`config.mk`:
```
export PLATFORM = sky130hd
export DESIGN_NAME = button_event_arbiter
export DESIGN_NICKNAME = d
export VERILOG_FILES = /design/src/rtl/button_event_arbiter.sv
export SDC_FILE = /design/constraint.sdc
export NUM_CORES = 1
export LEC_CHECK = 0
export ABC_CLOCK_PERIOD_IN_PS = 3240
export CORE_MARGIN = 5
export CORE_UTILIZATION = 58
export CTS_BUF_LIST = sky130_fd_sc_hd__clkbuf_8
export DETAILED_ROUTE_END_ITERATION = 10
export PLACE_DENSITY = 0.92
export SYNTH_ARGS = -nofsm -noshare
export SYNTH_HDL_FRONTEND = slang
export SYNTH_SLANG_ARGS = --single-unit
```
`constraint.sdc`:
```
create_clock -name clk -period 3.24 [get_ports clk]
set_input_delay 0.486 -clock clk [delete_from_list [all_inputs] [get_ports clk]]
set_output_delay 0.486 -clock clk [all_outputs]
set_load 0.01 [all_outputs]
```
`src/rtl/button_event_arbiter.sv`:
```
// Round-robin arbiter turning per-button press/release pulses into an ordered event FIFO.
// Optional long-press detection is enabled by defining BUTTON_EVENT_LONGPRESS_EN.
module button_event_arbiter #(
  parameter int IDW   = 2,
  parameter int DEPTH = 4,
  parameter int HOLD  = 16
) (
  input  logic                  clk,
  input  logic                  reset,
  input  logic [(1<<IDW)-1:0]   rising,
  input  logic [(1<<IDW)-1:0]   falling,
  output logic                  evt_valid,
  input  logic                  evt_ready,
  output logic [IDW-1:0]        evt_id,
  output logic                  evt_edge,
  output logic                  evt_long,
  output logic [(1<<IDW)-1:0]   held,
  output logic                  overflow
);

  localparam int N  = 1 << IDW;
  localparam int AW = $clog2(DEPTH);
  localparam int EW = IDW + 2;
`ifdef BUTTON_EVENT_LONGPRESS_EN
  localparam bit LONG_EN = 1'b1;
`else
  localparam bit LONG_EN = 1'b0;
`endif

  logic [N-1:0]   press_p, long_p, rel_p, held_q;
  logic [N-1:0]   press_clr, long_clr, rel_clr, long_set;
  logic [N-1:0]   any_p;
  logic [AW:0]    wr_ptr, rd_ptr;
  logic [EW-1:0]  mem [DEPTH];
  logic [EW-1:0]  head, push_entry;
  logic [IDW-1:0] rr_ptr, win, cand;
  logic           found, full, empty, pop, push, ovf_hit;

  assign any_p = press_p | long_p | rel_p;
  assign empty = (wr_ptr == rd_ptr);
  assign full  = (wr_ptr[AW] != rd_ptr[AW]) && (wr_ptr[AW-1:0] == rd_ptr[AW-1:0]);
  assign pop   = !empty && evt_ready;

  always_comb begin
    found = 1'b0;
    win   = '0;
    cand  = '0;
    for (int unsigned k = 0; k < N; k++) begin
      cand = rr_ptr + IDW'(k);
      if (!found && any_p[cand]) begin
        found = 1'b1;
        win   = cand;
      end
    end
  end

  assign push = found && (!full || pop);

  always_comb begin
    press_clr  = '0;
    long_clr   = '0;
    rel_clr    = '0;
    push_entry = '0;
    if (push) begin
      if (press_p[win]) begin
        press_clr[win] = 1'b1;
        push_entry     = {win, 1'b1, 1'b0};
      end else if (long_p[win]) begin
        long_clr[win]  = 1'b1;
        push_entry     = {win, 1'b1, 1'b1};
      end else begin
        rel_clr[win]   = 1'b1;
        push_entry     = {win, 1'b0, 1'b0};
      end
    end
  end

`ifdef BUTTON_EVENT_LONGPRESS_EN
  localparam int CW = $clog2(HOLD + 1);
  logic [CW-1:0] hold_cnt [N];

  // Counter saturates at HOLD so the HOLD-1 match fires once per press.
  always_ff @(posedge clk) begin
    for (int unsigned i = 0; i < N; i++) begin
      if (reset || rising[i] || !held_q[i])
        hold_cnt[i] <= '0;
      else if (hold_cnt[i] != CW'(HOLD))
        hold_cnt[i] <= hold_cnt[i] + 1'b1;
    end
  end

  always_comb begin
    long_set = '0;
    for (int unsigned i = 0; i < N; i++)
      long_set[i] = held_q[i] && !rising[i] && (hold_cnt[i] == CW'(HOLD - 1));
  end
`else
  assign long_set = '0;
`endif

  // A pulse only counts as dropped if its flag stays set through this edge.
  assign ovf_hit = |((rising & press_p & ~press_clr) |
                     (falling & rel_p & ~rel_clr) |
                     (long_set & long_p & ~long_clr));

  always_ff @(posedge clk) begin
    if (reset) begin
      press_p  <= '0;
      long_p   <= '0;
      rel_p    <= '0;
      held_q   <= '0;
      wr_ptr   <= '0;
      rd_ptr   <= '0;
      rr_ptr   <= '0;
      overflow <= 1'b0;
    end else begin
      press_p <= (press_p & ~press_clr) | rising;
      long_p  <= (long_p & ~long_clr) | long_set;
      rel_p   <= (rel_p & ~rel_clr) | falling;
      held_q  <= (held_q | rising) & ~falling;
      if (ovf_hit)
        overflow <= 1'b1;
      if (push) begin
        mem[wr_ptr[AW-1:0]] <= push_entry;
        wr_ptr              <= wr_ptr + 1'b1;
        rr_ptr              <= win + 1'b1;
      end
      if (pop)
        rd_ptr <= rd_ptr + 1'b1;
    end
  end

  assign head      = mem[rd_ptr[AW-1:0]];
  assign evt_valid = !empty;
  assign evt_id    = head[EW-1:2];
  assign evt_edge  = head[1];
  assign evt_long  = head[0] & LONG_EN;
  assign held      = held_q;

endmodule

```
* Word level (Yosys, flattened, before mapping)
Memories as Yosys holds them, arrays and structs flattened. A register that Yosys moved wholly into a read port is not among the register bits.
Index checks and enable logic that the tools add are counted.
W data, S select, Z words.
** Word-level totals
- Register bits after elaboration :: 25
- RAM bits :: 16
- Bits of input ports :: 11
- Output and inout bits :: 10
- Memories kept :: 1
** Memories
- mem :: words 4, width 4, rd ports 1, clocked after memory_dff 1, wr ports 1, line 34 : logic [EW-1:0] mem [DEPTH];
** Cells by class
- $add $sub $neg :: 6
- Order comparisons :: 6
- Eq/ne operators :: 3
- Mux-type cells :: 38
- Bitwise gates (word level) :: 18
- Reduce and logical (&&, ||, !) cells :: 14
** Operators with widths (count)
- $mux W4 :: 9
- $and A4 B4 Y4 :: 8
- $or A4 B4 Y4 :: 6
- $mux W2 :: 8
- $not A4 Y4 :: 4
- $lt A2 B3 Y1 const B :: 5
- $mux W1 :: 14
- $bmux W1 S2 :: 6
- $logic_and A1 B1 Y1 :: 7
- $add A3 B1 Y3 const B :: 2
- $logic_not A1 Y1 :: 5
- $add A2 B1 Y2 const B :: 2
- $add A2 B2 Y2 const B :: 2
- $reduce_or A4 Y1 :: 1
- $eq A3 B3 Y1 :: 1
- $demux W1 S2 :: 1
- $eq A2 B2 Y1 :: 1
- $ge A2 B1 Y1 const B :: 1
- $logic_or A1 B1 Y1 :: 1
- $ne A1 B1 Y1 :: 1

* Depth between registers and ports, before layout
- Word-level depth :: 25
- Gate-level depth with buffers :: 10

* Worst setup path before layout
OpenSTA, ideal clock, no wires.
- Path type :: register -> register
- From :: register press_p[3]
- To :: register overflow
- Arrival :: 2.124 ns
- Data required time :: 3.102 ns
- Path slack :: 0.978 ns
- Stages on the path, launching flop included :: 10
- Path through :: dfxtp_1 > or3_1 > a21boi_0 > o21a_4 > inv_1 > ha_1 > nand2_1 > o311a_1 > a311oi_1 > a41oi_1
** Between the ends
- Longest elaborated chain between the ends :: 25
** RTL lines
- start, declared :: line 30 : logic [N-1:0] press_p, long_p, rel_p, held_q;
- start signal, assigned :: line 117 : press_p <= (press_p & ~press_clr) | rising;
- $or A4 B4 Y4 (2 in a row) :: line 39 : assign any_p = press_p | long_p | rel_p;
- $bmux W1 S2 :: line 50 : if (!found && any_p[cand]) begin
- $mux W1 (implied by the code) :: line 50
- $mux W1 :: line 50
- $logic_not A1 Y1 :: line 50
- $logic_and A1 B1 Y1 :: line 50
- $mux W1 :: line 50
- $logic_not A1 Y1 :: line 50
- (+8 left out)
- $demux W1 S2 :: line 66, 72
- $mux W4 :: line 68 : end else if (long_p[win]) begin
- $mux W4 :: line 65 : if (press_p[win]) begin
- $mux W4 :: line 64 : if (push) begin
- $not A4 Y4 :: line 103 : (falling & rel_p & ~rel_clr) |
- $and A4 B4 Y4 :: line 103
- $or A4 B4 Y4 (*) :: line 102 : assign ovf_hit = |((rising & press_p & ~press_clr) |
- $reduce_or A4 Y1 (*) :: line 102
- end signal, assigned :: line 115 : overflow <= 1'b0;
- end signal, assigned :: line 122 : overflow <= 1'b1;
- end, declared :: line 18 : output logic overflow
Mark *: on every way between the ends. The rest lies on a longest branch, timed or not. The select of a mux whose other input is x is not followed.
A chain may end at the register's enable or synchronous reset.

* Worst setup path in the final report
- From :: register press_p[2]
- To :: register overflow
The elaborated chain is that of the path after synthesis.

==> impl_metrics.yaml <==
outcome:
  status: "finished clean"
routing:
  drt_first_pass_iters: 4
  via_count: 1477
  wirelength_mm: 4.08
  vias_per_cell: 5.75
  drc_errors: 0
  drtIter0Drc: 107
  post_drt_wl_per_cell_um: 15.9
  postRouteAntennaNets: 0
floorplanning:
  ios: 21
  rows: 21
  dieArea_mm2: 0.00457
  die_w_um: 67.6
  die_h_um: 67.6
  start_util: 0.585
  fp.coreArea_mm2: 0.00328
synthesis:
  yosysSeqAreaShare: 0.469
  syn-cell-area_mm2: 0.00192
  synthCells: 187
  ys_ff_latch: 39
  async_reset_ff_frac: 0
  syn_area_per_cell_um2: 10.3
  synth_warnings: 0
  synth_flop_cell: "dfxtp_1"
  ys_types: 40
  synth_edf_count: 12
  synth_nets: 207
sta:
  finalSetupTns_ns: 0
  max_freq_ghz: 0.365
  finalCritPeriodShare: 0.845
  clock_skew_ns: 0.00584
  rsz0062_at_grt: "false"
  layout_min_cycle_time_ns: 2.74
  finalHoldViolCount: 0
  report.final.slew_viol_count: 0
  setup_violations: 0
layout:
  drive_above_1_share: 0.104
  finalNonFillerCells: 257
  diodes: 0
  mostFrequentLayoutCells: "dfxtp_1, nor2_1, clkdlybuf4s50_1, inv_1, a21oi_1"
  final_common_cell: "dfxtp_1"
  area_growth_pct: 16.5
  nets: 230
clocking:
  worstSkewPairLatency_ns: 0.30
  htree_num_levels: 2
  ctsHoldBuffers: 0
  cts_tree: "yes"
  cts_resized: 0
  numCtsBuffers: 5
  clkSlewWorstSetupHoldPaths_ns: 0.07
  clk_path_buf_depth: 2
  clockRootBuffer: "clkbuf_8"
  clkSinkCount: 39
  postCtsSetupRepairBufs: 0
placed_design:
  dp_hpwl_mm: 3.01
  gp_congestion: 0.930
  place_inst: 249
  portBuffers: 19
worst_setup_path:
  worstSetupPathType: "reg -> reg"
  path_cells: "or3_1 > a21oi_1 > a21o_1 > ha_1 > nand2_1 > o311a_1 > a311oi_1 > a41oi_1"
  cp_max_fo: 8
  slowest_delay_ns: 0.44
  cp_num_buf_inv: 0
  cp_data_arrival_time_ns: 2.90
  cp-start-kind: "flip-flop"
  crit_required_ns: 3.41
  cpLargestDelayFamily: "compound AO/OA/AOI/OAI gates"
  end_kind: "flip-flop"
  slowest_stage: "or3_1"
power:
  leakage_uw: 0.000855
  p_per_area_mw_per_mm2: 749
  ir_drop_mv: 0.350
global_routing:
  grtUsageTotal: 0.204
  grt_pass1_vias: 1440
  grt_start_max_net_pins: 28
  grt_first_pass_wirelength_mm: 6.82
  overflow: 0
  antenna_found_initial: 0
job:
  cap_violations: 0
hold_path:
  hold_path.class: "reg -> reg"
==> flip-flops by register name, indices dropped and copies added (netlist names), named ones only <==
register / count
held: 4
long_p: 4
mem: 12
overflow: 1
press_p: 4
rd_ptr: 3
rel_p: 4
rr_ptr: 2
wr_ptr: 3
==> worst register-to-register path: stages, from the launching register on <==
cell and delay [ns]:
dfxtp_1 0.34, or3_1 0.44, a21oi_1 0.26, a21o_1 0.40, ha_1 0.26, nand2_1 0.11
o311a_1 0.30, a311oi_1 0.35, a41oi_1 0.16
==> layer usage <==
metal	vias to the layer above	wire length, um	share of wire	GRT usage
li1	711	-	-	-
met1	702	1700	0.42	0.248
met4	0	97	0.024	0.0987
met5	-	0	0	0
met2	55	2000	0.49	0.329
met3	9	278	0.068	0.0566
==> path summary, 6_finish.rpt <==
check              from       end  slack, ns  cells past startpoint
max          press_p[2]  overflow       0.50                      8
max reg2reg  press_p[2]  overflow       0.50                      8
min reg2reg     held[1]   held[1]       0.48                      2
min             held[1]   held[1]       0.48                      2
==> power by group <==
group / switching, uW / internal, uW
Combinational: 406 / 293
Sequential: 62.3 / 604
Clock: 167 / 145
==> stage by stage <==
step	area, um2	total power (uW)	utilization	setup WS (ns)	hold slack [ns]
after global routing	2240	1780	0.682	0.358	0.510
after floorplan	1920	1160	-	0.978	0.431
final	2240	1680	0.682	0.503	0.482
after detailed placement	2160	1360	0.657	0.567	0.469
after CTS	2240	1670	0.682	0.565	0.483
after global placement	2160	1320	0.657	0.604	0.460
==> cell usage after synthesis, types with 2 or more instances <==
library cell	count	area share
nor2_1	21	0.041
a311oi_1	2	0.0091
a32oi_1	2	0.0091
nor2b_1	4	0.013
nand2_1	8	0.016
o211ai_1	3	0.012
nor3_1	7	0.018
a211oi_4	2	0.021
o21ai_0	5	0.013
or3_1	3	0.0098
o311a_1	4	0.021
xor2_1	5	0.023
nand2b_1	2	0.0065
xnor2_1	2	0.0091
mux4_2	3	0.035
o221ai_1	2	0.0091
clkbuf_1	4	0.0078
a211oi_1	3	0.012
a21oi_1	15	0.039
inv_1	14	0.027
dfxtp_1	27	0.28
edfxtp_1	12	0.19
nand3_1	2	0.0052
a211oi_2	2	0.013
ha_1	9	0.059
and2_1	10	0.033
==> cell type report <==
type | count | area [um2]
multi-input combinational | 128 | 935
sequential | 39 | 901
inverter | 14 | 52.6
clock inverter | 3 | 12.5
tap | 46 | 57.6
fill | 256 | 1040
timing repair buffer | 22 | 213
clock buffer | 5 | 68.8
==> logic make-up (layout without fill, tap and decap cells) <==
group	count (synthesis)	count (layout)	synth area share
AO/OA/AOI/OAI	47	47	0.197
XOR/XNOR	7	7	0.0319
adder cells (fa/ha/maj)	9	9	0.0586
buffers and inverters	20	44	0.0449
flip-flops	39	39	0.469
multiplexers	3	3	0.0352
other	1	1	0.00195
AND/OR/NAND/NOR	61	61	0.162
(Power assumes the default switching activity.)
